===== config.mk =====
export PLATFORM = sky130hd
export DESIGN_NAME = fpu_unit_arbiter
export DESIGN_NICKNAME = d
export VERILOG_FILES = /design/src/rtl/fpu_unit_arbiter_pkg.sv /design/src/rtl/fpu_unit_arbiter_rr_arb2.sv /design/src/rtl/fpu_unit_arbiter.sv
export SDC_FILE = /design/constraint.sdc
export NUM_CORES = 1
export LEC_CHECK = 0
export CAP_MARGIN = 5
export CORE_AREA = 3 3 133 135
export DETAILED_ROUTE_END_ITERATION = 7
export DIE_AREA = 0 0 136 138
export GPL_ROUTABILITY_DRIVEN = 0
export PLACE_DENSITY = 0.82
export SYNTH_ARGS = -nofsm -noshare
export SYNTH_HDL_FRONTEND = slang
export SYNTH_SLANG_ARGS = --single-unit

===== constraint.sdc =====
create_clock -name clk -period 1.9 [get_ports clk]
set_clock_uncertainty 0.1 [all_clocks]
set_input_delay 0.285 -clock clk [delete_from_list [all_inputs] [get_ports clk]]
set_output_delay 0.285 -clock clk [all_outputs]
set_load 0.01 [all_outputs]

===== src/rtl/fpu_unit_arbiter_pkg.sv =====
// Shared definitions for the FPU unit arbiter: op codes, FSM states,
// unit indices and the default error result.
package fpu_unit_arbiter_pkg;

    typedef enum logic [1:0] {
        OP_ADD = 2'b00,
        OP_SUB = 2'b01,
        OP_MUL = 2'b10,
        OP_DIV = 2'b11
    } fpu_op_t;

    typedef enum logic [2:0] {
        ST_IDLE  = 3'd0,
        ST_GRANT = 3'd1,
        ST_ISSUE = 3'd2,
        ST_WAIT  = 3'd3,
        ST_RESP  = 3'd4
    } arb_state_t;

    localparam int N_UNITS     = 3;
    localparam int UNIT_ADDSUB = 0;
    localparam int UNIT_MUL    = 1;
    localparam int UNIT_DIV    = 2;

    localparam logic [31:0] ERR_RESULT_DEF = 32'h7FC00000;

    // ADD and SUB share the add/sub unit; fpu_sub selects the mode.
    function automatic logic [N_UNITS-1:0] unit_onehot(input fpu_op_t op);
        logic [N_UNITS-1:0] oh;
        oh = '0;
        case (op)
            OP_ADD, OP_SUB: oh[UNIT_ADDSUB] = 1'b1;
            OP_MUL:         oh[UNIT_MUL]    = 1'b1;
            default:        oh[UNIT_DIV]    = 1'b1;
        endcase
        return oh;
    endfunction

endpackage


===== src/rtl/fpu_unit_arbiter_rr_arb2.sv =====
// Two-way round-robin arbiter: one-hot grant, pointer moves past the
// requester shown on req when update is pulsed.
module fpu_unit_arbiter_rr_arb2 (
    input  logic       clk,
    input  logic       rst_n,
    input  logic [1:0] req,
    input  logic       update,
    output logic [1:0] gnt
);

    // ptr_q = 1 means requester 1 has priority on a tie.
    logic ptr_q;

    always_comb begin
        gnt = 2'b00;
        case (req)
            2'b01:   gnt = 2'b01;
            2'b10:   gnt = 2'b10;
            2'b11:   gnt = ptr_q ? 2'b10 : 2'b01;
            default: gnt = 2'b00;
        endcase
    end

    always_ff @(posedge clk or negedge rst_n) begin
        if (!rst_n) begin
            ptr_q <= 1'b0;
        end else if (update && (gnt != 2'b00)) begin
            ptr_q <= gnt[0];
        end
    end

endmodule


===== src/rtl/fpu_unit_arbiter.sv =====
// Shares the add/sub, mul and div FPU units between two requesters:
// round-robin grant, one transaction in flight, watchdog-bounded wait.
module fpu_unit_arbiter
    import fpu_unit_arbiter_pkg::*;
#(
    parameter int          TIMEOUT_CYCLES = 64,
    parameter logic [31:0] ERR_RESULT     = ERR_RESULT_DEF
) (
    input  logic        clk,
    input  logic        rst_n,
    input  logic [1:0]  req_valid,
    output logic [1:0]  req_ready,
    input  logic [3:0]  req_op,
    input  logic [63:0] req_a,
    input  logic [63:0] req_b,
    output logic [1:0]  rsp_valid,
    output logic [31:0] rsp_data,
    output logic        rsp_err,
    output logic [31:0] fpu_a,
    output logic [31:0] fpu_b,
    output logic        fpu_sub,
    output logic [2:0]  unit_start,
    input  logic [2:0]  unit_done,
    input  logic [95:0] unit_result,
    output logic        busy
);

    localparam int              WD_W    = $clog2(TIMEOUT_CYCLES + 1);
    localparam logic [WD_W-1:0] WD_LAST = WD_W'(TIMEOUT_CYCLES - 1);

    arb_state_t          state_q, state_d;
    logic                owner_q;
    logic [31:0]         a_q, b_q, res_q;
    logic                sub_q, err_q;
    logic [N_UNITS-1:0]  sel_oh_q;
    logic [WD_W-1:0]     wdog_q;

    logic [1:0]          arb_req, arb_gnt;
    logic                arb_upd;
    fpu_op_t             g_op;
    logic [31:0]         g_a, g_b, res_sel;
    logic                done_hit, wd_expired;

    fpu_unit_arbiter_rr_arb2 u_rr (
        .clk    (clk),
        .rst_n  (rst_n),
        .req    (arb_req),
        .update (arb_upd),
        .gnt    (arb_gnt)
    );

    // Owner lane selection and selected-unit result/done
    always_comb begin
        g_op    = owner_q ? fpu_op_t'(req_op[3:2]) : fpu_op_t'(req_op[1:0]);
        g_a     = owner_q ? req_a[63:32] : req_a[31:0];
        g_b     = owner_q ? req_b[63:32] : req_b[31:0];
        res_sel = unit_result[31:0];
        if (sel_oh_q[UNIT_MUL]) res_sel = unit_result[63:32];
        if (sel_oh_q[UNIT_DIV]) res_sel = unit_result[95:64];
        done_hit   = |(unit_done & sel_oh_q);
        wd_expired = (wdog_q == WD_LAST);
    end

    always_ff @(posedge clk or negedge rst_n) begin
        if (!rst_n) begin
            state_q <= ST_IDLE;
        end else begin
            state_q <= state_d;
        end
    end

    always_comb begin
        state_d    = state_q;
        req_ready  = 2'b00;
        unit_start = 3'b000;
        rsp_valid  = 2'b00;
        rsp_data   = 32'h0;
        rsp_err    = 1'b0;
        arb_req    = req_valid;
        arb_upd    = 1'b0;
        case (state_q)
            ST_IDLE: begin
                if (req_valid != 2'b00) state_d = ST_GRANT;
            end
            ST_GRANT: begin
                req_ready[owner_q] = 1'b1;
                state_d = ST_ISSUE;
            end
            ST_ISSUE: begin
                unit_start = sel_oh_q;
                state_d = ST_WAIT;
            end
            ST_WAIT: begin
                if (done_hit || wd_expired) state_d = ST_RESP;
            end
            ST_RESP: begin
                rsp_valid[owner_q] = 1'b1;
                rsp_data = res_q;
                rsp_err  = err_q;
                // Present the owner to the arbiter so its pointer moves past it.
                arb_req  = owner_q ? 2'b10 : 2'b01;
                arb_upd  = 1'b1;
                state_d  = ST_IDLE;
            end
            default: state_d = ST_IDLE;
        endcase
    end

    always_ff @(posedge clk or negedge rst_n) begin
        if (!rst_n) begin
            owner_q  <= 1'b0;
            a_q      <= 32'h0;
            b_q      <= 32'h0;
            sub_q    <= 1'b0;
            sel_oh_q <= '0;
            res_q    <= 32'h0;
            err_q    <= 1'b0;
            wdog_q   <= '0;
        end else begin
            case (state_q)
                ST_IDLE: begin
                    if (req_valid != 2'b00) owner_q <= arb_gnt[1];
                end
                ST_GRANT: begin
                    a_q      <= g_a;
                    b_q      <= g_b;
                    sub_q    <= (g_op == OP_SUB);
                    sel_oh_q <= unit_onehot(g_op);
                    err_q    <= 1'b0;
                end
                ST_ISSUE: begin
                    wdog_q <= '0;
                end
                ST_WAIT: begin
                    // A done in the last watchdog cycle still wins over the timeout.
                    if (done_hit) begin
                        res_q <= res_sel;
                        err_q <= 1'b0;
                    end else if (wd_expired) begin
                        res_q <= ERR_RESULT;
                        err_q <= 1'b1;
                    end else begin
                        wdog_q <= wdog_q + 1'b1;
                    end
                end
                default: ;
            endcase
        end
    end

    assign fpu_a   = a_q;
    assign fpu_b   = b_q;
    assign fpu_sub = sub_q;
    assign busy    = (state_q != ST_IDLE);

endmodule


==> results.py <==
metrics = {
    "critical_path": {
        "critPathArrivalTime_ns": 1.62,
        "critPathMaxStageDelay_ns": 0.43,
        "regToRegSetupSlack_ns": 0.02,
        "cp_top_family": "buffers and inverters",
        "critPathRequiredTime_ns": 1.51,
        "cp-end-kind": "primary output",
        "cp_cell_sequence": "nor2_4 > buf_6 > buf_16 > buf_6 > and3_1 > buf_2",
        "cpMaxStageDelayCell": "dfrtp_2",
        "cp_num_buf_inv": 4,
        "critPathKind": "reg2out",
        "path_max_fanout": 6,
        "start_kind": "register",
        "cp_common_cell": "buf_6",
    },
    "placement": {
        "post-place-ws_ns": -0.402,
        "io_buffers": 340,
        "dp.cells": 1130,
        "hpwlAfterDp_mm": 15.3,
        "placed_cell_area_um2": 9640,
    },
    "logic_synthesis": {
        "yosysWarnings": 0,
        "yosys.cell_types.count": 36,
        "postSynthAreaPerCell_um2": 9.96,
        "synth_cells": 579,
        "ys_seq_area_frac": 0.491,
        "ys_ff_latch": 113,
        "syn-num-nets": 815,
        "syn_area_um2": 5760,
    },
    "sta": {
        "holdWs_ns": 0.289,
        "drv_slew": 0,
        "layout_min_cycle_time_ns": 2.01,
        "fmax_mhz": 498,
        "setup_viol": 25,
        "slew_headroom": 0.583,
        "worst_slack_ns": -0.107,
        "hold_violations": 0,
        "rsz0062_at_grt": "yes",
        "finalCritPeriodShare": 1.06,
        "tns_ns": -1.36,
        "worst_pin_slew_ns": 0.625,
    },
    "route": {
        "via_count": 5773,
        "routed_via_density": 4.90,
        "antenna_left": 0,
        "drt_pass1_iterations": 4,
        "drc": 0,
        "routed_wl_mm": 20.4,
        "avgRoutedWirePerCell_um": 17.3,
        "drt_iter0_drc": 190,
    },
    "status": {
        "status": "complete, but fails checks",
        "violations": "setup timing",
    },
    "final_layout": {
        "layout.nets": 1183,
        "drive_gt1_frac": 0.176,
        "fin_util": 0.630,
        "syn_to_final_growth_pct": 81.2,
        "instances_no_fill": 1178,
        "final_area_um2": 10400,
        "diodes": 0,
    },
    "global_route": {
        "grt_pass1_vias": 5876,
        "overflow": 0,
        "grt_max_degree": 135,
        "grt_pass1_wl_mm": 31.1,
        "gr-usage-all-layers": 0.211,
        "antenna_found_initial": 0,
    },
    "power": {
        "ir_drop_mv": 0.846,
        "power.density_nw_per_um2": 1400,
        "pwr-share-clk": 0.197,
        "p_sw_frac": 0.355,
        "p_sw_mw": 5.21,
        "combPwrFrac": 0.513,
        "seqPwrFrac": 0.289,
        "intPower_mw": 9.44,
        "leakagePower_nw": 4.70,
        "total_power_mw": 14.6,
    },
    "floorplanning": {
        "fp.dieArea_um2": 18800,
        "ioPinCount": 341,
        "start_util": 0.348,
        "coreArea_um2": 16600,
        "die_y_um": 138,
        "fp.dieW_um": 136,
        "fp-row-count": 47,
    },
    "cts": {
        "cts_root_buf": "clkbuf_16",
        "h-tree-depth": 4,
        "clkLatencyLatePin_ns": 0.40,
        "cts.sinks": 113,
        "cts_buffer_depth": 2,
        "cts_tree": "built",
        "cts_made_buffers": 17,
        "path_clk_slew_ns": 0.05,
    },
    "min_path": {
        "min_path_type": "in2async",
    },
    "job": {
        "max_cap_viol_count": 0,
    },
}
final timing paths:
kind                                   from            to  cells past startpoint
worst max-delay path             state_q[1]  rsp_data[12]                      6
worst min-delay path                  rst_n     wdog_q[0]                      2
worst max register to register  sel_oh_q[2]    state_q[1]                      7
worst min register to register    fpu_a[12]     fpu_a[12]                      2
max in group asynchronous             rst_n   sel_oh_q[2]                      3
min in group clk                  fpu_a[12]     fpu_a[12]                      2
cell type report:
| class | instances | area, um^2 |
|---|---|---|
| clock buffers | 23 | 478 |
| flip-flops and latches | 113 | 2840 |
| inverters | 2 | 7.51 |
| multi-input cells | 417 | 2870 |
| fillers | 1362 | 6140 |
| repair buffers | 396 | 3920 |
| well taps | 220 | 275 |
| clock inverters | 7 | 60.1 |
layer usage:
metal	share of wire	GRT usage	up-vias
li1	-	-	2801
met2	0.51	0.372	247
met3	0.11	0.0832	24
met5	0	0	-
met1	0.36	0.226	2701
met4	0.020	0.0753	0
power by group through the flow:
stage / Sequential (mW) / Combinational (mW) / Clock [mW]
6_report: 4.24 / 7.52 / 2.89
5_1_grt: 4.38 / 8.24 / 3.07
4_1_cts: 4.23 / 7.53 / 2.96
3_5_place_dp: 4.23 / 7.08 / 0
3_3_place_gp: 4.21 / 6.94 / 0
2_1_floorplan: 4.38 / 3.40 / 0
cell families after synthesis:
family                   count (synthesis)  synth area share
AND/OR/NAND/NOR                        169             0.136
AO/OA/AOI/OAI                          137             0.145
flip-flops                             113             0.491
multiplexers                           109             0.191
buffers and inverters                   50            0.0347
adder cells (fa/ha/maj)                  1           0.00217
timing repair:
action,4_1_cts,5_1_grt
hold endpoints to repair,22,0
endpoints found under the setup margin,150,141
gates cloned,2,1
setup buffers,11,5
gates resized for setup,195,23
hold buffers,1,0
pin swaps,4,10
placed cells by master, fill, tap and decap left out, types with 4 or more instances in the layout:
cell type        instances
and3_1                  28
dfrtp_1                107
a22o_1                  23
buf_12                   8
clkinv_2                 6
a2bb2oi_1                9
and3_4                   8
nand2_1                103
buf_6                   25
buf_2                   16
nor2_1                   5
clkbuf_16               17
o21ai_0                 88
clkdlybuf4s15_2          5
mux2i_1                 99
and2_4                   4
buf_4                   39
clkdlybuf4s50_1        298
dfrtp_2                  5
mux2_2                  10
sequential cells by signal (all words and copies together), names as in the netlist:
register,flops
wdog_q,7
u_rr.ptr_q,1
state_q,3
err_q,1
fpu_b,32
res_q,32
fpu_a,32
sel_oh_q,3
owner_q,1
fpu_sub,1
worst register-to-register path, cell delays in order, from the launching register on:
cell	delay, ns
dfrtp_2	0.43
a222oi_1	0.36
buf_4	0.20
o21ai_2	0.07
buf_4	0.15
buf_4	0.14
and3_1	0.18
nor3_1	0.16
synthesized netlist by cell type:
library cell  number  area share
a22o_1            23       0.035
inv_2              1     0.00065
mux2_2            10       0.020
nand3_1            2      0.0017
nor2_1             8      0.0052
or4_1              1      0.0013
and2_1             4      0.0043
buf_1              1     0.00065
a21oi_1            5      0.0043
nand3b_1           1      0.0013
buf_6              1      0.0020
o31ai_1            3      0.0039
a21o_1             1      0.0013
a31o_2             1      0.0015
o21ai_2            1      0.0015
buf_2              4      0.0035
dfrtp_1          113        0.49
mux2i_1           99        0.17
a31oi_1            2      0.0022
o211ai_1           1      0.0013
nand4_1            3      0.0033
nand2b_1           1      0.0011
ha_1               1      0.0022
nand2_1          103       0.067
clkbuf_1          42       0.027
or3_1              1      0.0011
nor3_1             4      0.0035
o21ai_0           89       0.077
or3b_2             2      0.0030
inv_1              1     0.00065
and3b_1            1      0.0015
nor3b_1            2      0.0026
o21a_1             1      0.0013
a222oi_1           1      0.0017
a2bb2oi_1          9       0.014
and3_1            36       0.039
No activity file was read; power rests on OpenSTA's default activity.
